==> src/rtl/i2c_line_conditioner.sv <==
// i2c_line_conditioner: synchronise and de-glitch raw SCL/SDA, then
// decode bus conditions into single-cycle strobes for the BERT core.
module i2c_line_conditioner #(
   parameter int unsigned SYNC_STAGES = 2,
   parameter int unsigned FILTER_LEN  = 3
) (
   input  logic       clk,
   input  logic       rst_n,
   input  logic       scl_in,
   input  logic       sda_in,
   input  logic       filter_en,
   input  logic       glitch_clr,
   output logic       scl_q,
   output logic       sda_q,
   output logic       scl_rise,
   output logic       scl_fall,
   output logic       start_det,
   output logic       rstart_det,
   output logic       stop_det,
   output logic       bit_valid,
   output logic       bit_value,
   output logic       bus_busy,
   output logic [7:0] glitch_cnt
);

   localparam logic [3:0] FLEN = 4'(FILTER_LEN);

   // index 0 carries SCL, index 1 carries SDA
   logic [SYNC_STAGES-1:0] scl_sync_q, scl_sync_d;
   logic [SYNC_STAGES-1:0] sda_sync_q, sda_sync_d;
   logic [1:0]             line_s;

   logic [1:0]             lvl_q, lvl_d;
   logic [1:0][3:0]        cnt_q, cnt_d;
   logic [1:0]             glitch;

   logic [1:0]             prev_q, prev_d;
   logic                   scl_rise_q, scl_rise_d;
   logic                   scl_fall_q, scl_fall_d;
   logic                   start_q, start_d;
   logic                   rstart_q, rstart_d;
   logic                   stop_q, stop_d;
   logic                   bitv_q, bitv_d;
   logic                   bitval_q, bitval_d;
   logic                   busy_q, busy_d;
   logic [7:0]             gcnt_q, gcnt_d;

   logic                   scl_hi;
   logic                   sda_fell;
   logic                   sda_rose;
   logic [8:0]             gsum;

   // shift pad levels through the synchroniser chains
   always_comb begin
      scl_sync_d = {scl_sync_q[SYNC_STAGES-2:0], scl_in};
      sda_sync_d = {sda_sync_q[SYNC_STAGES-2:0], sda_in};
      line_s     = {sda_sync_q[SYNC_STAGES-1], scl_sync_q[SYNC_STAGES-1]};
   end

   // accept a new level only after it has held for FILTER_LEN cycles
   always_comb begin
      lvl_d  = lvl_q;
      cnt_d  = cnt_q;
      glitch = '0;
      for (int i = 0; i < 2; i++) begin
         if (!filter_en) begin
            lvl_d[i] = line_s[i];
            cnt_d[i] = '0;
         end else if (line_s[i] == lvl_q[i]) begin
            cnt_d[i]  = '0;
            glitch[i] = |cnt_q[i];
         end else if (cnt_q[i] + 4'd1 == FLEN) begin
            lvl_d[i] = line_s[i];
            cnt_d[i] = '0;
         end else begin
            cnt_d[i] = cnt_q[i] + 4'd1;
         end
      end
   end

   // decode edges and bus conditions from previous vs current levels
   always_comb begin
      prev_d     = lvl_q;
      scl_hi     = lvl_q[0] & prev_q[0];
      sda_fell   = prev_q[1] & ~lvl_q[1];
      sda_rose   = ~prev_q[1] & lvl_q[1];
      scl_rise_d = lvl_q[0] & ~prev_q[0];
      scl_fall_d = ~lvl_q[0] & prev_q[0];
      start_d    = scl_hi & sda_fell & ~busy_q;
      rstart_d   = scl_hi & sda_fell & busy_q;
      stop_d     = scl_hi & sda_rose;
      bitv_d     = scl_rise_d & busy_q;
      bitval_d   = bitv_d ? lvl_q[1] : bitval_q;
      busy_d     = busy_q;
      if (start_d) begin
         busy_d = 1'b1;
      end
      if (stop_d) begin
         busy_d = 1'b0;
      end
   end

   // saturating glitch counter, clear wins over a same-cycle glitch
   always_comb begin
      gsum = {1'b0, gcnt_q} + 9'(glitch[0]) + 9'(glitch[1]);
      if (glitch_clr) begin
         gcnt_d = '0;
      end else if (gsum[8]) begin
         gcnt_d = 8'hFF;
      end else begin
         gcnt_d = gsum[7:0];
      end
   end

   // state registers; lines idle high out of reset
   always_ff @(posedge clk or negedge rst_n) begin
      if (!rst_n) begin
         scl_sync_q <= '1;
         sda_sync_q <= '1;
         lvl_q      <= 2'b11;
         cnt_q      <= '0;
         prev_q     <= 2'b11;
         scl_rise_q <= 1'b0;
         scl_fall_q <= 1'b0;
         start_q    <= 1'b0;
         rstart_q   <= 1'b0;
         stop_q     <= 1'b0;
         bitv_q     <= 1'b0;
         bitval_q   <= 1'b0;
         busy_q     <= 1'b0;
         gcnt_q     <= '0;
      end else begin
         scl_sync_q <= scl_sync_d;
         sda_sync_q <= sda_sync_d;
         lvl_q      <= lvl_d;
         cnt_q      <= cnt_d;
         prev_q     <= prev_d;
         scl_rise_q <= scl_rise_d;
         scl_fall_q <= scl_fall_d;
         start_q    <= start_d;
         rstart_q   <= rstart_d;
         stop_q     <= stop_d;
         bitv_q     <= bitv_d;
         bitval_q   <= bitval_d;
         busy_q     <= busy_d;
         gcnt_q     <= gcnt_d;
      end
   end

   assign scl_q      = lvl_q[0];
   assign sda_q      = lvl_q[1];
   assign scl_rise   = scl_rise_q;
   assign scl_fall   = scl_fall_q;
   assign start_det  = start_q;
   assign rstart_det = rstart_q;
   assign stop_det   = stop_q;
   assign bit_valid  = bitv_q;
   assign bit_value  = bitval_q;
   assign bus_busy   = busy_q;
   assign glitch_cnt = gcnt_q;

endmodule

==> config.mk <==
export PLATFORM = sky130hd
export DESIGN_NAME = i2c_line_conditioner
export DESIGN_NICKNAME = d
export VERILOG_FILES = /design/src/rtl/i2c_line_conditioner.sv
export SDC_FILE = /design/constraint.sdc
export NUM_CORES = 1
export LEC_CHECK = 0
export CAP_MARGIN = 20
export CELL_PAD_IN_SITES_DETAIL_PLACEMENT = 1
export CELL_PAD_IN_SITES_GLOBAL_PLACEMENT = 2
export CORE_ASPECT_RATIO = 0.5
export CORE_UTILIZATION = 34
export CTS_CLUSTER_SIZE = 20
export DETAILED_ROUTE_END_ITERATION = 12
export PLACE_DENSITY = 0.79
export SLEW_MARGIN = 30
export SYNTH_ARGS = -nofsm -noshare
export SYNTH_HDL_FRONTEND = slang
export SYNTH_SLANG_ARGS = --single-unit
==> constraint.sdc <==
create_clock -name clk -period 2.35 [get_ports clk]
set_input_delay 0.235 -clock clk [delete_from_list [all_inputs] [get_ports clk]]
set_output_delay 0.235 -clock clk [all_outputs]
set_load 0.1 [all_outputs]
* After elaboration in Yosys (flattened, before gate mapping)
Cells that the tools add are included.
** Operators by class
- $add $sub $neg :: 4
- Equal/unequal tests :: 8
- Muxes and demuxes :: 20
- Bitwise gates (word level) :: 15
- Reductions and logical operators :: 5
** Operators by type and width (count)
- 4-bit two-way mux :: 6
- 8-bit two-way mux :: 2
- 1-bit two-way mux :: 12
- 1-bit bitwise AND :: 10
- 8-bit by 1-bit adder with 9-bit output :: 1
- 9-bit by 1-bit adder with 9-bit output :: 1
- 4-bit by 1-bit adder with 4-bit output (second input constant) :: 2
- 4-bit by 2-bit == test with 1-bit output (second input constant) :: 2
- 4-bit OR reduction :: 2
- 1-bit inverter :: 5
- 2-bit by 1-bit != test with 1-bit output (second input constant) :: 2
- 2-bit != test (second input constant) :: 2
- 2-bit AND reduction :: 2
- 1-bit == test :: 2
- 2-bit nonzero test :: 1
** Word-level totals
- Register bits after elaboration :: 32
- Bits of input ports :: 6
- Output and inout bits :: 18
- Logic and storage cells :: 68

* Logic depth before layout (Yosys ltp)
- Depth after elaboration :: 7
- Mapped depth :: 11

* Worst setup path before layout
OpenSTA, ideal clock, no wires.
- Path type :: register to register
- Start :: register lvl_q[1]
- End :: register gcnt_q[0] (netlist: glitch_cnt[0])
- Setup time :: 0.081 ns
- Arrival :: 2.533 ns
- Data required time :: 2.269 ns
- Setup slack :: -0.265 ns
- Stages on the path, launching flop included :: 10
- Clock period less this slack :: 2.615 ns
- Path through :: dfstp_2 > xor2_1 > a21oi_1 > nand2_1 > fa_1 > inv_1 > ha_1 > and4_1 > nand4_1 > a21oi_1
** Between the ends
- Longest elaborated chain between the ends :: 6
** RTL lines
- from (decl) :: line 33 : logic [1:0] lvl_q, lvl_d;
- from (signal assigned) :: line 135 : lvl_q <= lvl_d;
- 1-bit == test :: line 69 : end else if (line_s[i] == lvl_q[i]) begin
- 1-bit two-way mux :: line 69
- 1-bit two-way mux :: line 66 : if (!filter_en) begin
- 9-bit by 1-bit adder with 9-bit output :: line 105 : gsum = {1'b0, gcnt_q} + 9'(glitch[0]) + 9'(glitch[1]);
- 8-bit two-way mux :: line 108 : end else if (gsum[8]) begin
- 8-bit two-way mux :: line 106 : if (glitch_clr) begin
- named net gcnt_d[0] :: line 46 : logic [7:0] gcnt_q, gcnt_d;
- to (signal assigned) :: line 146 : gcnt_q <= gcnt_d;
- to (decl) :: line 46
The timed path passes the listed nets, and every way through them passes these cells.
A chain may end at the register's enable or synchronous reset.

* Worst setup path in the final report
- Start :: register lvl_q[1]
- End :: register gcnt_q[5] (netlist: glitch_cnt[5])
Same word-level chain as after synthesis.

==> flow_summary.json <==
{
  "slew_headroom": 0.730,
  "die_h_um": 48.1,
  "crit_path_start_kind": "flip-flop",
  "status": "complete, but fails checks",
  "first_pass_iters": 4,
  "antenna_left": 0,
  "hp-class": "in -> async",
  "cts_root_buffer": "clkbuf_8",
  "leakage_nw": 0.884,
  "cp_common_cell": "a21oi_2",
  "dp.cells": 208,
  "crit_path_max_fanout": 5,
  "dp_hpwl_um": 2140,
  "dieArea_um2": 4520,
  "ys_types": 34,
  "tightest_slew_ns": 0.405,
  "crit_buf_inv": 1,
  "routed_wl_um": 3200,
  "syn_inst": 127,
  "insertedDiodeCount": 0,
  "coreArea_um2": 3980,
  "antenna_found_initial": 0,
  "layout_min_cycle_time_ns": 2.38,
  "grt.total_usage": 0.154,
  "fillers": 442,
  "cts_buffers": 5,
  "skew_ns": 0.00751,
  "power_density_nw_per_um2": 819,
  "hold_viol_final": 0,
  "fin_util": 0.492,
  "drc": 0,
  "crit_path_end_kind": "flip-flop",
  "start_util": 0.362,
  "cp.arrival_ns": 2.58,
  "yosysWarningCount": 0,
  "cts_tree": "done",
  "finalSetupTns_ns": -0.0606,
  "ys_ff_latch": 32,
  "cp_slowest_stage_delay_ns": 0.64,
  "grt_pass1_wl_um": 4910,
  "avgSynthCellArea_um2": 11.4,
  "yosysSeqAreaShare": 0.562,
  "final_common_cell": "buf_4",
  "vias_per_cell": 4.77,
  "fin_cells": 224,
  "clk_path_buf_depth": 2,
  "grt_pass1_vias": 1029,
  "cp_top_family": "flip-flops",
  "syn2layout_area_growth_pct": 35.8,
  "maxCapViolations": 0,
  "rsz0062_at_grt": "yes",
  "grt_remaining_overflow": 0,
  "synth_nets": 141,
  "clkSinkCount": 32,
  "route.vias.total": 1068,
  "htreeDepth": 2,
  "stdcell_area_um2": 1960,
  "io_buffers": 23,
  "num_rows": 16,
  "dpl_worst_slack_ns": -0.0322,
  "crit_path_cell_trace": "xor2_4 > a21oi_2 > nand2_2 > fa_2 > inv_2 > ha_4 > and4_4 > nand4_1 > a21oi_2",
  "ir_drop_mv": 0.263,
  "violations": "negative setup slack",
  "routabilityCongestion": 0.756,
  "fin_crit_sh": 1.01,
  "clock.fmax_ghz": 0.420,
  "ctsHoldBuffers": 0,
  "slowest_stage": "dfstp_4",
  "wl_per_cell_um": 14.3,
  "finalNetCount": 183,
  "fin_ws_ns": -0.0295,
  "syn-cell-area_um2": 1440,
  "first_iter_violations": 37,
  "ios": 24,
  "layout-drive-gt1-share": 0.371,
  "setup_viol": 3,
  "final_cell_mix": "buf_4 (31), dfrtp_1 (22), nor2_1 (9)",
  "path_clk_slew_ns": 0.07,
  "crit_type": "reg -> reg",
  "die_width_um": 94.1,
  "place_area_um2": 1750,
  "cp.required_ns": 2.55,
  "worstSkewPairLatency_ns": 0.28,
  "grt_start_max_net_pins": 33,
  "slew_viol_final": 0
}
[final timing paths]
check / cells past startpoint / endpoint / slack [ns] / from
min in group clk: 0 / scl_sync_q[1] / 0.36 / scl_sync_q[0]
max in group asynchronous: 2 / scl_sync_q[0] / 1.67 / rst_n
setup / recovery: 9 / glitch_cnt[5] / -0.03 / lvl_q[1]
hold reg to reg: 0 / scl_sync_q[1] / 0.36 / scl_sync_q[0]
setup reg to reg: 9 / glitch_cnt[5] / -0.03 / lvl_q[1]
hold / removal: 2 / glitch_cnt[0] / 0.35 / rst_n
[final cells by class]
class	instances	area, µm²	share of cell area
flip-flops and latches	32	821	0.419
multi-input cells	87	654	0.334
repair buffers	36	283	0.144
clock buffers	6	72.6	0.0370
well taps	54	67.6	0.0345
clock inverters	2	35.0	0.0179
inverters	7	26.3	0.0134
[cell usage after synthesis]
cell type | instances | share of area
nor2_1 | 9 | 0.023
nor4b_1 | 1 | 0.0061
dfrtp_1 | 24 | 0.42
nor3b_1 | 2 | 0.010
nand2_1 | 8 | 0.021
buf_1 | 1 | 0.0026
a21oi_1 | 9 | 0.031
nand3_1 | 6 | 0.021
mux2_2 | 2 | 0.016
nand3b_2 | 1 | 0.0078
mux2_1 | 1 | 0.0078
o21ai_0 | 3 | 0.010
nor2b_1 | 4 | 0.017
and2_1 | 4 | 0.017
a31oi_1 | 2 | 0.0087
nand4_1 | 2 | 0.0087
inv_1 | 7 | 0.018
dfstp_2 | 8 | 0.15
or2_2 | 1 | 0.0043
o21ai_1 | 1 | 0.0035
a21boi_0 | 1 | 0.0052
nor3_1 | 2 | 0.0069
a211oi_1 | 2 | 0.010
mux2i_1 | 1 | 0.0069
and4_1 | 1 | 0.0061
xor2_1 | 6 | 0.036
nand2b_1 | 1 | 0.0043
ha_1 | 7 | 0.061
fa_1 | 1 | 0.014
and3b_1 | 1 | 0.0061
and3_1 | 3 | 0.013
and4b_1 | 1 | 0.0069
or3_4 | 1 | 0.0078
xnor2_1 | 3 | 0.018
[power by group]
group / internal (W) / switching (W) / total, W / leakage (nW)
clock: 0.000314 / 0.000201 / 0.000515 / 0.0552
combinational: 0.000122 / 0.000323 / 0.000445 / 0.424
sequential: 0.000610 / 0.0000343 / 0.000644 / 0.405
total: 0.00105 / 0.000558 / 0.00161 / 0.884
[through the flow]
| stage | hold WS [ns] | total power (W) |
|---|---|---|
| 2_1_floorplan | -0.0606 | 0.000956 |
| 3_3_place_gp | 0.349 | 0.00106 |
| 3_5_place_dp | 0.352 | 0.00107 |
| 4_1_cts | 0.353 | 0.00160 |
| 5_1_grt | 0.359 | 0.00168 |
| 6_report | 0.349 | 0.00161 |
[routing by layer]
layer,GRT usage,wire [µm],share of wire
met5,0,0,0
met4,0.0369,8,0.0025
met1,0.191,1530,0.48
met2,0.263,1580,0.49
met3,0.0571,80,0.025
[repair_timing]
action,4_1_cts,5_1_grt
setup buffers,4,4
gates resized for setup,5,5
pin swaps,3,7
endpoints found under the hold margin,0,0
setup endpoints to repair,5,7
[sequential cells by signal, summed over array words and instances (netlist names), 2 cells and up]
signal / flops
cnt_q: 8
glitch_cnt: 8
scl_sync_q: 2
sda_sync_q: 2
lvl_q: 2
prev_q: 2
[cell families after synthesis]
family          Yosys count  share of synthesized area
xor+xnor                  9                     0.0546
compound gates           18                     0.0694
fa+ha+maj                 8                     0.0746
mux                       4                     0.0304
buf+inv                   8                     0.0208
flops                    32                      0.562
simple gates             48                      0.188
(Power assumes the default switching activity.)
